## config.mk

```make
export PLATFORM = sky130hd
export DESIGN_NAME = adc_position_decoder
export DESIGN_NICKNAME = d
export VERILOG_FILES = /design/src/rtl/adc_pkg.sv /design/src/rtl/adc_pos_channel.sv /design/src/rtl/adc_position_decoder.sv
export SDC_FILE = /design/constraint.sdc
export NUM_CORES = 1
export LEC_CHECK = 0
export BUFFER_PORTS_ARGS = -buffer_cell sky130_fd_sc_hd__buf_2
export CORE_MARGIN = 2
export CORE_UTILIZATION = 45
export DETAILED_ROUTE_END_ITERATION = 8
export PLACE_DENSITY = 0.71
export REMOVE_ABC_BUFFERS = 1
export SYNTH_ARGS = -nofsm -noshare
export SYNTH_HDL_FRONTEND = slang
export SYNTH_SLANG_ARGS = --single-unit
```

## constraint.sdc

```tcl
create_clock -name clk -period 5.9 [get_ports clk]
set_input_delay 0.59 -clock clk [delete_from_list [all_inputs] [get_ports clk]]
set_output_delay 0.59 -clock clk [all_outputs]
set_load 0.1 [all_outputs]
```

## src/rtl/adc_pkg.sv

```systemverilog
// adc_pkg -- shared definitions for the ADC position decoder.
//   ADC_NUM_CH      : number of scanned ADC channels
//   ADC_SAMPLE_BITS : meaningful bits of each 12-bit channel register
//   ADC_CH_BITS     : width of the raw channel registers
//   adc_ch_t        : channel index type
//   adc_next_ch()   : round-robin successor of a channel index
package adc_pkg;

  localparam int ADC_NUM_CH      = 6;
  localparam int ADC_SAMPLE_BITS = 8;
  localparam int ADC_CH_BITS     = 12;

  typedef logic [2:0] adc_ch_t;

  function automatic adc_ch_t adc_next_ch(input adc_ch_t c);
    return (c == adc_ch_t'(ADC_NUM_CH - 1)) ? '0 : adc_ch_t'(c + 3'd1);
  endfunction

endpackage

```

## src/rtl/adc_pos_channel.sv

```systemverilog
// adc_pos_channel -- hysteresis bucketing (and optional persistence filter)
// for a single ADC channel. State only moves on cycles where en_i is high.
//   clk, rst     : clock, async active-high reset
//   en_i         : this channel is being scanned this cycle
//   sample_i     : 8-bit sample
//   pos_o        : committed position
//   commit_o     : a new position is being committed this cycle (comb)
//   new_pos_o    : position being committed (valid with commit_o)
// Build option: ADC_POS_FILTER_EN enables the persistence filter; without it
// any candidate differing from the committed position commits immediately.
module adc_pos_channel
  import adc_pkg::*;
#(
  parameter int POS_BITS     = 3,
  parameter int HYST         = 4,
  parameter int STABLE_SCANS = 4
) (
  input  logic                       clk,
  input  logic                       rst,
  input  logic                       en_i,
  input  logic [ADC_SAMPLE_BITS-1:0] sample_i,
  output logic [POS_BITS-1:0]        pos_o,
  output logic                       commit_o,
  output logic [POS_BITS-1:0]        new_pos_o
);

  localparam int W  = (1 << ADC_SAMPLE_BITS) >> POS_BITS;
  // 10 bits holds 256 + HYST without wrap, so edge tests need no special cases:
  // bucket 0 can never satisfy v+HYST < 0, top bucket never v >= 256+HYST.
  localparam int CW = 10;

  logic [POS_BITS-1:0] pos_q, pos_d;
  logic [POS_BITS-1:0] raw, cand;
  logic [CW-1:0]       v, lo, hi;
  logic                commit;

  assign v    = CW'(sample_i);
  assign raw  = POS_BITS'(sample_i >> (ADC_SAMPLE_BITS - POS_BITS));
  assign lo   = CW'(pos_q) * CW'(W);
  assign hi   = lo + CW'(W);
  assign cand = ((v >= hi + CW'(HYST)) || (v + CW'(HYST) < lo)) ? raw : pos_q;

`ifdef ADC_POS_FILTER_EN
  logic [POS_BITS-1:0] pend_q, pend_d;
  logic [3:0]          cnt_q, cnt_d, cnt_nx;

  always_comb begin
    pos_d  = pos_q;
    pend_d = pend_q;
    cnt_d  = cnt_q;
    commit = 1'b0;
    // a fresh candidate restarts the count at 1 (this scan counts)
    cnt_nx = (cand == pend_q) ? cnt_q + 4'd1 : 4'd1;
    if (en_i) begin
      if (cand == pos_q) begin
        cnt_d = '0;
      end else begin
        pend_d = cand;
        if (cnt_nx == 4'(STABLE_SCANS)) begin
          pos_d  = cand;
          cnt_d  = '0;
          commit = 1'b1;
        end else begin
          cnt_d = cnt_nx;
        end
      end
    end
  end

  always_ff @(posedge clk or posedge rst) begin
    if (rst) begin
      pos_q  <= '0;
      pend_q <= '0;
      cnt_q  <= '0;
    end else begin
      pos_q  <= pos_d;
      pend_q <= pend_d;
      cnt_q  <= cnt_d;
    end
  end
`else
  always_comb begin
    pos_d  = pos_q;
    commit = 1'b0;
    if (en_i && (cand != pos_q)) begin
      pos_d  = cand;
      commit = 1'b1;
    end
  end

  always_ff @(posedge clk or posedge rst) begin
    if (rst) pos_q <= '0;
    else     pos_q <= pos_d;
  end
`endif

  assign pos_o     = pos_q;
  assign commit_o  = commit;
  assign new_pos_o = cand;

endmodule

```

## src/rtl/adc_position_decoder.sv

```systemverilog
// adc_position_decoder -- turns six free-running ADC channel registers into
// debounced discrete positions. One channel is evaluated per cycle in
// round-robin order, so at most one change event exists per cycle.
//   clk, rst      : clock, async active-high reset
//   ch0..ch5      : 12-bit channel registers, only [7:0] used
//   pos           : committed positions, channel c at [c*POS_BITS +: POS_BITS]
//   change_valid  : one-cycle pulse on a committed position change
//   change_ch     : channel of the event
//   change_pos    : newly committed position
// Build option: ADC_POS_FILTER_EN (persistence filter, see adc_pos_channel).
module adc_position_decoder
  import adc_pkg::*;
#(
  parameter int POS_BITS     = 3,
  parameter int HYST         = 4,
  parameter int STABLE_SCANS = 4
) (
  input  logic                         clk,
  input  logic                         rst,
  input  logic [ADC_CH_BITS-1:0]       ch0,
  input  logic [ADC_CH_BITS-1:0]       ch1,
  input  logic [ADC_CH_BITS-1:0]       ch2,
  input  logic [ADC_CH_BITS-1:0]       ch3,
  input  logic [ADC_CH_BITS-1:0]       ch4,
  input  logic [ADC_CH_BITS-1:0]       ch5,
  output logic [6*POS_BITS-1:0]        pos,
  output logic                         change_valid,
  output logic [2:0]                   change_ch,
  output logic [POS_BITS-1:0]          change_pos
);

  logic [ADC_NUM_CH-1:0][ADC_CH_BITS-1:0] ch_arr;
  logic [ADC_NUM_CH-1:0][POS_BITS-1:0]    pos_w, new_pos_w;
  logic [ADC_NUM_CH-1:0]                  en, commit;
  adc_ch_t                                idx_q;

  logic                unused_hi_bits;
  logic                ev_vld;
  adc_ch_t             ev_ch;
  logic [POS_BITS-1:0] ev_pos;

  assign ch_arr = {ch5, ch4, ch3, ch2, ch1, ch0};

  // high nibbles carry no information for position decoding
  assign unused_hi_bits = ^{ch5[11:8], ch4[11:8], ch3[11:8],
                            ch2[11:8], ch1[11:8], ch0[11:8]};

  for (genvar c = 0; c < ADC_NUM_CH; c++) begin : g_ch
    assign en[c] = (idx_q == adc_ch_t'(c));

    adc_pos_channel #(
      .POS_BITS     (POS_BITS),
      .HYST         (HYST),
      .STABLE_SCANS (STABLE_SCANS)
    ) u_ch (
      .clk       (clk),
      .rst       (rst),
      .en_i      (en[c]),
      .sample_i  (ch_arr[c][ADC_SAMPLE_BITS-1:0]),
      .pos_o     (pos_w[c]),
      .commit_o  (commit[c]),
      .new_pos_o (new_pos_w[c])
    );
  end

  assign pos = pos_w;

  // only the enabled channel can commit, so this is a plain select
  always_comb begin
    ev_vld = |commit;
    ev_ch  = '0;
    ev_pos = '0;
    for (int c = 0; c < ADC_NUM_CH; c++) begin
      if (commit[c]) begin
        ev_ch  = adc_ch_t'(c);
        ev_pos = new_pos_w[c];
      end
    end
  end

  always_ff @(posedge clk or posedge rst) begin
    if (rst) begin
      idx_q        <= '0;
      change_valid <= 1'b0;
      change_ch    <= '0;
      change_pos   <= '0;
    end else begin
      idx_q        <= adc_next_ch(idx_q);
      change_valid <= ev_vld;
      if (ev_vld) begin
        change_ch  <= ev_ch;
        change_pos <= ev_pos;
      end
    end
  end

endmodule
```

== Word-level counts from Yosys, hierarchy flattened ==
Index checks and enable logic that the tools add are counted.

* Add/sub/neg operators: 19
* $mul: 0
* Div/mod/pow operators: 0
* $lt $le $gt $ge: 12
* Equality and inequality tests: 11
* Shift-type cells: 0
* Mux-type cells: 24
* Bitwise gates (word level): 0
* Reduce and logical (&&, ||, !) cells: 14

{| class="wikitable"
|+ Operators with widths
! operator !! number
|-
| adder 10 x 3 -> 10 bit (second input constant) || 6
|-
| >= comparator 8 x 10 -> 1 bit || 6
|-
| less-than comparator 10 x 8 -> 1 bit || 6
|-
| adder 8 x 3 -> 9 bit (second input constant) || 6
|-
| adder 8 x 6 -> 9 bit (second input constant) || 6
|-
| 2-to-1 mux 3 bit || 17
|-
| inequality test 3 bit || 6
|-
| 2-to-1 mux 1 bit || 7
|-
| equality test 3 x 2 -> 1 bit (second input constant) || 2
|-
| equality test 3 bit (second input constant) || 2
|-
| logical AND 1 bit || 6
|-
| logical OR 1 bit || 6
|-
| OR reduction 6 bit || 1
|-
| adder 3 x 1 -> 3 bit (second input constant) || 1
|-
| equality test 3 x 1 -> 1 bit (second input constant) || 1
|-
| logical NOT 3 bit || 1
|}

* Flip-flop bits (word level): 28
* Latch bits: 0
* Memory bits (writable): 0
* Memory bits (read-only): 0
* Input port bits: 74
* Output and inout port bits: 25
* Logic and storage cells: 90
* Memories: 0

== Depth between registers and ports, before layout ==
Gate-level depths: netlist of the first run.

* Word-level depth: 14
* Gate-level depth with buffers: 11
* Mapped depth without buffers: 10

== Cells and area by module ==
A second synthesis of the first run with hierarchy kept.

* Cell total of the unflattened synthesis: 324
* Area, all modules: 3178.0 um^2

{| class="wikitable"
|+ Modules (own cells, without submodules)
! module !! instances !! cells an instance !! area an instance (um^2) !! seq. area each (um^2)
|-
| adc_pos_channel || 6 || 42 || 424.2 || 75.1
|-
| adc_position_decoder || 1 || 72 || 633.1 || 250.2
|}

== Worst setup path after synthesis of the first run ==
OpenSTA, ideal clock, no wires.

* Kind: reg-to-reg
* From: reg g_ch[2].u_ch.pos_q[1]
* To: reg change_pos[1]
* Library setup time: 124 ps
* Data arrival time: 2913 ps
* Required time: 5776 ps
* Setup slack: 2863 ps
* Stages on the path, launching flop included: 10
* Path buffers: 0
* Period minus slack after synthesis: 3037 ps
* Path through: dfrtp_1 inv_1 ha_1 or3b_1 mux2i_1 o21ai_1 a211oi_4 nor4_2 a211o_1 o221a_1

* Cells in the longest elaborated chain, start to end: 12
* Elaborated cells between the ends (all ways): 14
* Those cells by class: add/sub (2); order compare (2); eq/ne (1); mux (6); reduce/logical (3)

{| class="wikitable"
|+ Ends and longest elaborated chain
! element !! line !! RTL
|-
| from (decl) || adc_pos_channel.sv:32 || <nowiki>logic [POS_BITS-1:0] pos_q, pos_d;</nowiki>
|-
| from (signal assigned) || adc_pos_channel.sv:93 || <nowiki>else pos_q <= pos_d;</nowiki>
|-
| adder 8 x 6 -> 9 bit || adc_pos_channel.sv:40 || <nowiki>assign hi = lo + CW'(W);</nowiki>
|-
| adder 10 x 3 -> 10 bit || adc_pos_channel.sv:41 || <nowiki>assign cand = ((v >= hi + CW'(HYST)) || (v + CW'(HYST) < lo)) ? raw : pos_q;</nowiki>
|-
| >= comparator 8 x 10 -> 1 bit || adc_pos_channel.sv:41 ||
|-
| logical OR 1 bit || adc_pos_channel.sv:41 ||
|-
| 2-to-1 mux 3 bit || adc_pos_channel.sv:41 ||
|-
| inequality test 3 bit || adc_pos_channel.sv:85 || <nowiki>if (en_i && (cand != pos_q)) begin</nowiki>
|-
| logical AND 1 bit || adc_pos_channel.sv:85 ||
|-
| 2-to-1 mux 1 bit || adc_pos_channel.sv:85 ||
|-
| 2-to-1 mux 3 bit (4 in a row) || adc_position_decoder.sv:74 || <nowiki>if (commit[c]) begin</nowiki>
|-
| to (signal assigned) || adc_position_decoder.sv:92 || <nowiki>change_pos <= ev_pos;</nowiki>
|-
| to (decl) || adc_position_decoder.sv:29 || <nowiki>output logic [POS_BITS-1:0] change_pos</nowiki>
|}

Parallel ways exist; a longest one is shown, timed or not.
A chain may end at the register's enable or synchronous reset.

== Worst setup path in the final report of the first run ==
* From: in ch4[5]
* To: reg change_pos[0]

* Cells in the longest elaborated chain, start to end: 9
* Elaborated cells between the ends (all ways): 11
* Those cells by class: add/sub (1); order compare (2); eq/ne (1); mux (4); reduce/logical (3)

{| class="wikitable"
|+ Ends and longest elaborated chain
! element !! line !! RTL
|-
| from (decl) || adc_position_decoder.sv:24 || <nowiki>input logic [ADC_CH_BITS-1:0] ch4,</nowiki>
|-
| adder 8 x 3 -> 9 bit || adc_pos_channel.sv:41 ||
|-
| less-than comparator 10 x 8 -> 1 bit || adc_pos_channel.sv:41 ||
|-
| logical OR 1 bit || adc_pos_channel.sv:41 ||
|-
| 2-to-1 mux 3 bit * || adc_pos_channel.sv:41 ||
|-
| inequality test 3 bit || adc_pos_channel.sv:85 ||
|-
| logical AND 1 bit || adc_pos_channel.sv:85 ||
|-
| 2-to-1 mux 1 bit || adc_pos_channel.sv:85 ||
|-
| 2-to-1 mux 3 bit (2 in a row) || adc_position_decoder.sv:74 ||
|}

Mark *: on every way between the ends. The rest lies on a longest branch, timed or not.

==> results.json, run 1 <==
{
  "report.final.setup_viol": 0,
  "fillCellCount": 554,
  "synth.area.top_cells": "dfrtp_1 26%, ha_1 17%, xnor2_1 8.3%, o21ai_0 5.3%, inv_1 3.8%",
  "r2r_start": "g_ch[4].u_ch.pos_o[0]",
  "critical-path-top-delay-family": "compound AO/OA/AOI/OAI gates",
  "gr-total-overflow": 0,
  "diodes": 0,
  "p_per_area_mw_per_mm2": 633.4,
  "cts_resized": 0,
  "syn_inst": 313,
  "rsz0062_at_grt": "false",
  "ys_ff_latch": 28,
  "async_flop_share_pct": 100.0,
  "cts_inserted_buffers": 3,
  "postRouteAntennaNets": 0,
  "cts_hold_buf": 0,
  "crit_slowest_cell": "o21ai_1",
  "finalMaxSlewViolations": 0,
  "htree_levels": 1,
  "cts_tree": "done",
  "wl_mm": 6.140,
  "yosys-top-cells-count": "37 x ha_1, 29 x o21ai_0, 28 x dfrtp_1, 28 x inv_1, 26 x xnor2_1",
  "reg2reg_setup_slack_ns": 2.92,
  "cp.depth": 11,
  "hold_viol": 0,
  "tightest_slew_ns": 1.044,
  "r2r.worst_path.cells": 9,
  "whs_ns": 0.5284,
  "drc_errors": 0,
  "regArea_um2": 700.7,
  "io_pins": 99,
  "drt_first_pass_iters": 4,
  "cap_violations": 0,
  "grt_pass1_wl_mm": 10.22,
  "grt_max_degree": 29,
  "cp.arrival_ns": 3.26,
  "antenna_found_initial": 0,
  "worstSetupPathType": "input pin to register",
  "postSynthAreaPerCell_um2": 8.734,
  "clock_latency_ns": 0.27,
  "critical_path.startpoint": "ch4[5]",
  "clock_skew_ns": 0.003716,
  "synth_most_common_cell": "ha_1",
  "dp_slack_ns": 2.515,
  "fp-row-count": 28,
  "start_kind": "input pin",
  "die_w_um": 81.95,
  "synth_edf_count": 0,
  "viasPerCell": 5.618,
  "syn2layout_area_growth_pct": 16.52,
  "crit_required_ns": 6.11,
  "timing.fmax_mhz": 326.9,
  "timing.setup.tns_ns": 0,
  "peakVddDrop_mv": 0.5135,
  "gp_congestion": 0.8141,
  "routedWlPerCell_um": 13.71,
  "cp_max_fo": 16,
  "fin_ws_ns": 2.841,
  "core_mm2": 0.005886,
  "endpoint_kind": "register",
  "clk_path_buf_depth": 2,
  "status": "finished, final reports clean",
  "grt_pass1_vias": 2355,
  "yosysSeqAreaShare_pct": 25.63,
  "power.leakage_nw": 1.526,
  "reg2reg_to": "change_pos[0]",
  "crit_end": "change_pos[0]",
  "netlist_area_mm2": 0.002734,
  "cts_sinks": 28,
  "fin_crit_sh_pct": 51.85,
  "dp.cells": 444,
  "drive_above_1_share_pct": 22.25,
  "worstHoldPathType": "register to register",
  "port_buffers": 62,
  "dr.first_iter.drc_count": 110,
  "cp_num_buf_inv": 1,
  "fin_util_pct": 54.12,
  "synth_top_area_share_pct": 25.63,
  "instances_no_fill": 448,
  "fin_crit_ns": 3.059,
  "globalRouteTotalUtil_pct": 18.93,
  "start_util_pct": 46.45,
  "cpPeakStageDelay_ns": 0.80,
  "ys.flop_type": "dfrtp_1",
  "multiInputGateArea_mm2": 0.001904,
  "die_height_um": 81.95,
  "routed-via-count": 2517,
  "synth_cell_type_count": 52,
  "final_nets": 485,
  "die_area_mm2": 0.006715,
  "yosys_warnings": 0,
  "dp_hpwl_mm": 4.879,
  "relSlewSlack_pct": 30.35,
  "path_clk_slew_ns": 0.10,
  "synth_largest_area_cell": "dfrtp_1",
  "root_buffer": "clkbuf_8",
  "cp_cell_sequence": "buf_2 -> and4_1 -> nand2_1 -> xnor2_1 -> ha_1 -> o21a_1 -> a21oi_1 -> o21ai_1 -> mux2_2 -> a31o_2 -> a2bb2oi_1",
  "cts_setup_buffers": 0
}
## layer usage
layer | track usage [%] | share of wire, % | vias up
met4 | 6.167 | 1.4 | 0
li1 | - | - | 1264
met5 | 0 | 0 | -
met2 | 33.74 | 48 | 56
met3 | 0.2198 | 3.5 | 7
met1 | 24.86 | 47 | 1190
## worst min-delay path by stage
stage,from,end,slack [ns],cells after the start
after floorplan,idx_q[2],idx_q[2],0.48,1
after global placement,change_ch[2],change_ch[2],0.49,2
after detailed placement,change_ch[2],change_ch[2],0.49,2
after CTS,change_ch[2],change_ch[2],0.52,2
after global routing,change_ch[2],change_ch[2],0.54,2
final,change_ch[2],change_ch[2],0.53,2
## kinds of logic (layout without fill, tap and decap cells)
kind of cell / after synthesis / after routing / synth area share (%)
xor+xnor: 37 / 37 / 11.85
simple gates: 82 / 82 / 16.16
flops: 28 / 28 / 25.63
mux: 10 / 10 / 3.936
compound gates: 85 / 85 / 20.78
buf+inv: 34 / 94 / 4.714
fa+ha+maj: 37 / 37 / 16.93
## report_power, final
part / leakage (nW) / total (mW) / switching [mW] / internal (mW)
clock network: 0.0357 / 0.151 / 0.0600 / 0.0908
logic: 1.15 / 1.45 / 1.03 / 0.424
registers: 0.339 / 0.413 / 0.135 / 0.278
## layout make-up
class                   instances  area share [%]
clock inverters                 1          0.9427
flip-flops and latches         28           22.00
inverters                      28           3.299
multi-input cells             251           59.78
repair buffers                 62           9.741
well taps                      75           2.946
clock buffers                   3           1.296
## cell usage in the layout (no fill, tap or decap), drive strengths merged, types with 2 or more instances in the layout
cell type / Yosys / routed
buf: 0 / 62
ha: 37 / 37
o21ai: 31 / 31
inv: 28 / 28
dfrtp: 28 / 28
xnor2: 26 / 26
nand2: 21 / 21
nand3: 15 / 15
nor2: 13 / 13
a21oi: 12 / 12
xor2: 11 / 11
a31oi: 10 / 10
mux2: 6 / 6
nor4: 6 / 6
mux2i: 4 / 4
o211ai: 4 / 4
nand3b: 4 / 4
and4: 4 / 4
a31o: 3 / 3
nor3: 3 / 3
a21o: 3 / 3
a211o: 3 / 3
or3b: 3 / 3
clkbuf: 6 / 3
o31a: 3 / 3
and3: 2 / 2
nand2b: 2 / 2
nand4: 2 / 2
nor2b: 2 / 2
o21a: 2 / 2
nor3b: 2 / 2
a2bb2oi: 2 / 2
## worst reg2reg max path, cell delays in order, from the launching register on
cell and delay [ns]:
dfrtp_1 0.47, ha_1 0.24, xnor2_1 0.12, ha_1 0.28
o21ai_0 0.15, a21oi_1 0.06, o21ai_1 0.81, mux2_2 0.42
a31o_2 0.22, a2bb2oi_1 0.14
## flip-flops by register name (all words and copies together) (netlist names)
register         flops
g_ch.u_ch.pos_o     18
change_ch            3
change_pos           3
idx_q                3
change_valid         1
## metrics by stage
step	instance area, um2	total power, mW
CTS	3186	2.030
detailed placement	3114	1.873
global placement	3114	1.839
global route	3186	2.189
floorplan	2710	1.601
finish	3186	2.018
Power figures use the tool's default switching activity.
==> run 2, diff against run 1 <==
ABC_AREA = 1   (was not set)
clock period = 2.6 ns   (was 5.9 ns; I/O delays follow)
==> run 2 against run 1 <==
Compared with the run above:
- the flow now finishes with violations (negative setup slack)
- highest routed layer unchanged
- setup slack worse by 2.9 ns
- sequential power is 89% higher
- total power grew to 3.1 times the previous value
- count of clock-buffer cells in the layout stayed put
- synthesized cell count is 61% higher
- register-to-register slack worse by 2.9 ns
- combinational power grew to 3.5 times the previous value
- wire length is 31% higher
- synthesized area is 19% higher
- clock power is 130% higher
- via count is 44% higher
- cell count is 63% higher
==> results.json, run 2 <==
{
  "p_seq_share_pct": 12.7,
  "relSlewSlack_pct": 51.33,
  "die_area_mm2": 0.007928,
  "fillCellCount": 694,
  "globalRouteTotalUtil_pct": 19.70,
  "synth_most_common_cell": "nand2_1",
  "path_clk_slew_ns": 0.11,
  "fp-row-count": 31,
  "dp_hpwl_mm": 6.395,
  "p_comb_share_pct": 81.7,
  "clock_skew_ns": 0.01329,
  "postRouteAntennaNets": 0,
  "r2r.worst_path.cells": 19,
  "whs_ns": 0.02369,
  "internal-power_mw": 2.481,
  "fin_util_pct": 60.82,
  "final_nets": 744,
  "finalMaxSlewViolations": 0,
  "grt_max_degree": 29,
  "power.leakage_nw": 2.552,
  "port_buffers": 62,
  "dp.cells": 718,
  "crit_required_ns": 2.81,
  "dp_slack_ns": -0.1316,
  "worstSetupPathType": "register to register",
  "use_met3_pct": 1.477,
  "async_flop_share_pct": 100.0,
  "synth_top_area_share_pct": 21.53,
  "p_per_area_mw_per_mm2": 1421,
  "wl_mm": 8.070,
  "layout_commonest_cell": "nand2_1",
  "cp.arrival_ns": 2.83,
  "placed_area_mm2": 0.004073,
  "synth_edf_count": 0,
  "routed-via-count": 3623,
  "dr.first_iter.drc_count": 196,
  "diodes": 0,
  "synth_largest_area_cell": "dfrtp_1",
  "total_power_mw": 6.168,
  "start_util_pct": 45.60,
  "antenna_found_initial": 0,
  "viasPerCell": 4.956,
  "cap_violations": 0,
  "status": "complete, but fails checks",
  "hold_viol": 0,
  "yosys_warnings": 0,
  "failed_checks": "negative setup slack",
  "timing.fmax_mhz": 381.7,
  "routedWlPerCell_um": 11.04,
  "cts_tree": "done",
  "die_height_um": 89.04,
  "ys.flop_type": "dfrtp_1",
  "final_area_mm2": 0.004340,
  "fin_crit_sh_pct": 100.8,
  "grt_pass1_wl_mm": 12.94,
  "endpoint_kind": "register",
  "htree_levels": 1,
  "largest_register_ffs": 18,
  "syn2layout_area_growth_pct": 33.37,
  "synth.area.top_cells": "dfrtp_1 22%, nand2_1 18%, ha_1 14%, inv_1 9.5%, nand3_1 9.2%",
  "p_switching_mw": 3.687,
  "drc_errors": 0,
  "ys_ff_latch": 28,
  "swShare_pct": 59.78,
  "io_pins": 99,
  "clk_path_buf_depth": 2,
  "synth_cell_type_count": 34,
  "cp_max_fo": 5,
  "root_buffer": "clkbuf_8",
  "gp_congestion": 0.8406,
  "final_cell_mix": "141 x nand2_1, 78 x inv_1, 65 x buf_4, 62 x buf_2, 49 x nand3_1",
  "tightest_slew_ns": 0.7244,
  "report.final.setup_viol": 1,
  "die_w_um": 89.04,
  "yosys-top-cells-count": "153 x nand2_1, 82 x inv_1, 60 x nand3_1, 37 x ha_1, 28 x dfrtp_1",
  "drive_above_1_share_pct": 30.06,
  "clock_latency_ns": 0.28,
  "fin_crit_ns": 2.620,
  "start_kind": "register",
  "clkPwrFrac_pct": 5.7,
  "cts_sinks": 28,
  "yosysSeqAreaShare_pct": 21.53,
  "cts_inserted_buffers": 3,
  "syn_inst": 505,
  "cts_hold_buf": 0,
  "timing.setup.tns_ns": -0.02015,
  "drt_first_pass_iters": 4,
  "use_met1_pct": 24.32,
  "grt_pass1_vias": 3192,
  "netlist_area_mm2": 0.003254,
  "rsz0062_at_grt": "true",
  "core_mm2": 0.007137,
  "gr-total-overflow": 0,
  "postSynthAreaPerCell_um2": 6.444,
  "peakVddDrop_mv": 0.9413,
  "grt_busiest_layer": "met2",
  "worstHoldPathType": "input pin to asynchronous set/reset pin",
  "met2_usage_pct": 37.86,
  "instances_no_fill": 731,
  "fin_ws_ns": -0.02015
}
[run 2: routing by layer]
layer | vias up | wire length [um]
li1 | 1886 | -
met4 | 0 | 58
met1 | 1663 | 3589
met5 | - | 0
met2 | 68 | 4164
met3 | 6 | 258
[run 2: kinds of logic (layout without fill, tap and decap cells)]
| logic type | Yosys count | in the layout | synth area share [%] |
|---|---|---|---|
| AND/OR/NAND/NOR | 268 | 269 | 37.25 |
| flip-flops | 28 | 28 | 21.53 |
| adder cells (fa/ha/maj) | 37 | 37 | 14.23 |
| AO/OA/AOI/OAI | 65 | 65 | 11.26 |
| buffers and inverters | 90 | 216 | 11.15 |
| XOR/XNOR | 17 | 17 | 4.575 |
[run 2: path summary, 6_finish.rpt]
path	start	end	slack, ns
max in group asynchronous	rst	g_ch[2].u_ch.pos_o[2]	2.30
max	g_ch[2].u_ch.pos_o[1]	change_pos[0]	-0.02
min in group clk	ch4[6]	g_ch[4].u_ch.pos_o[1]	0.39
min reg2reg	change_pos[2]	change_pos[2]	0.52
max reg2reg	g_ch[2].u_ch.pos_o[1]	change_pos[0]	-0.02
min	rst	g_ch[5].u_ch.pos_o[1]	0.02
[run 2: power groups by stage]
stage	clock network [mW]	logic (mW)	registers, mW
after detailed placement	0	4.71	0.783
final	0.350	5.04	0.781
after CTS	0.356	4.79	0.774
after floorplan	0	2.09	2.14
after global routing	0.371	5.54	0.802
after global placement	0	4.57	0.776
[run 2: area by class of cell]
| class | count | area, um2 | area share [%] |
|---|---|---|---|
| Multi-Input combinational cell | 388 | 2323 | 53.53 |
| Timing Repair Buffer | 127 | 798.3 | 18.39 |
| Sequential cell | 28 | 701.9 | 16.17 |
| Inverter | 85 | 321.6 | 7.408 |
| Tap cell | 99 | 123.9 | 2.854 |
| Clock buffer | 3 | 41.29 | 0.9513 |
| Clock inverter | 1 | 30.03 | 0.6918 |
[run 2: worst max-delay path, stage by stage (launching register included)]
cell and delay (ns):
dfrtp_1 0.39, ha_2 0.19, xnor2_1 0.12, ha_1 0.31, nand2_1 0.06, inv_1 0.04, o21ai_1 0.12, inv_1 0.06
a21oi_2 0.16, nand2_2 0.11, buf_4 0.15, o21ai_1 0.24, nand3_2 0.14, nand3_2 0.11, nand2_1 0.06, nand2_1 0.07
nand2_1 0.05, nand2_1 0.05, nand2_1 0.06, nand3_1 0.07
[run 2: timing repair]
action / 4_1_cts / 5_1_grt
resized for setup: 7 / 43
gates cloned: 1 / 0
buffers inserted: 1 / 7
endpoints found under the setup margin: 6 / 13
pin swaps: 1 / 24
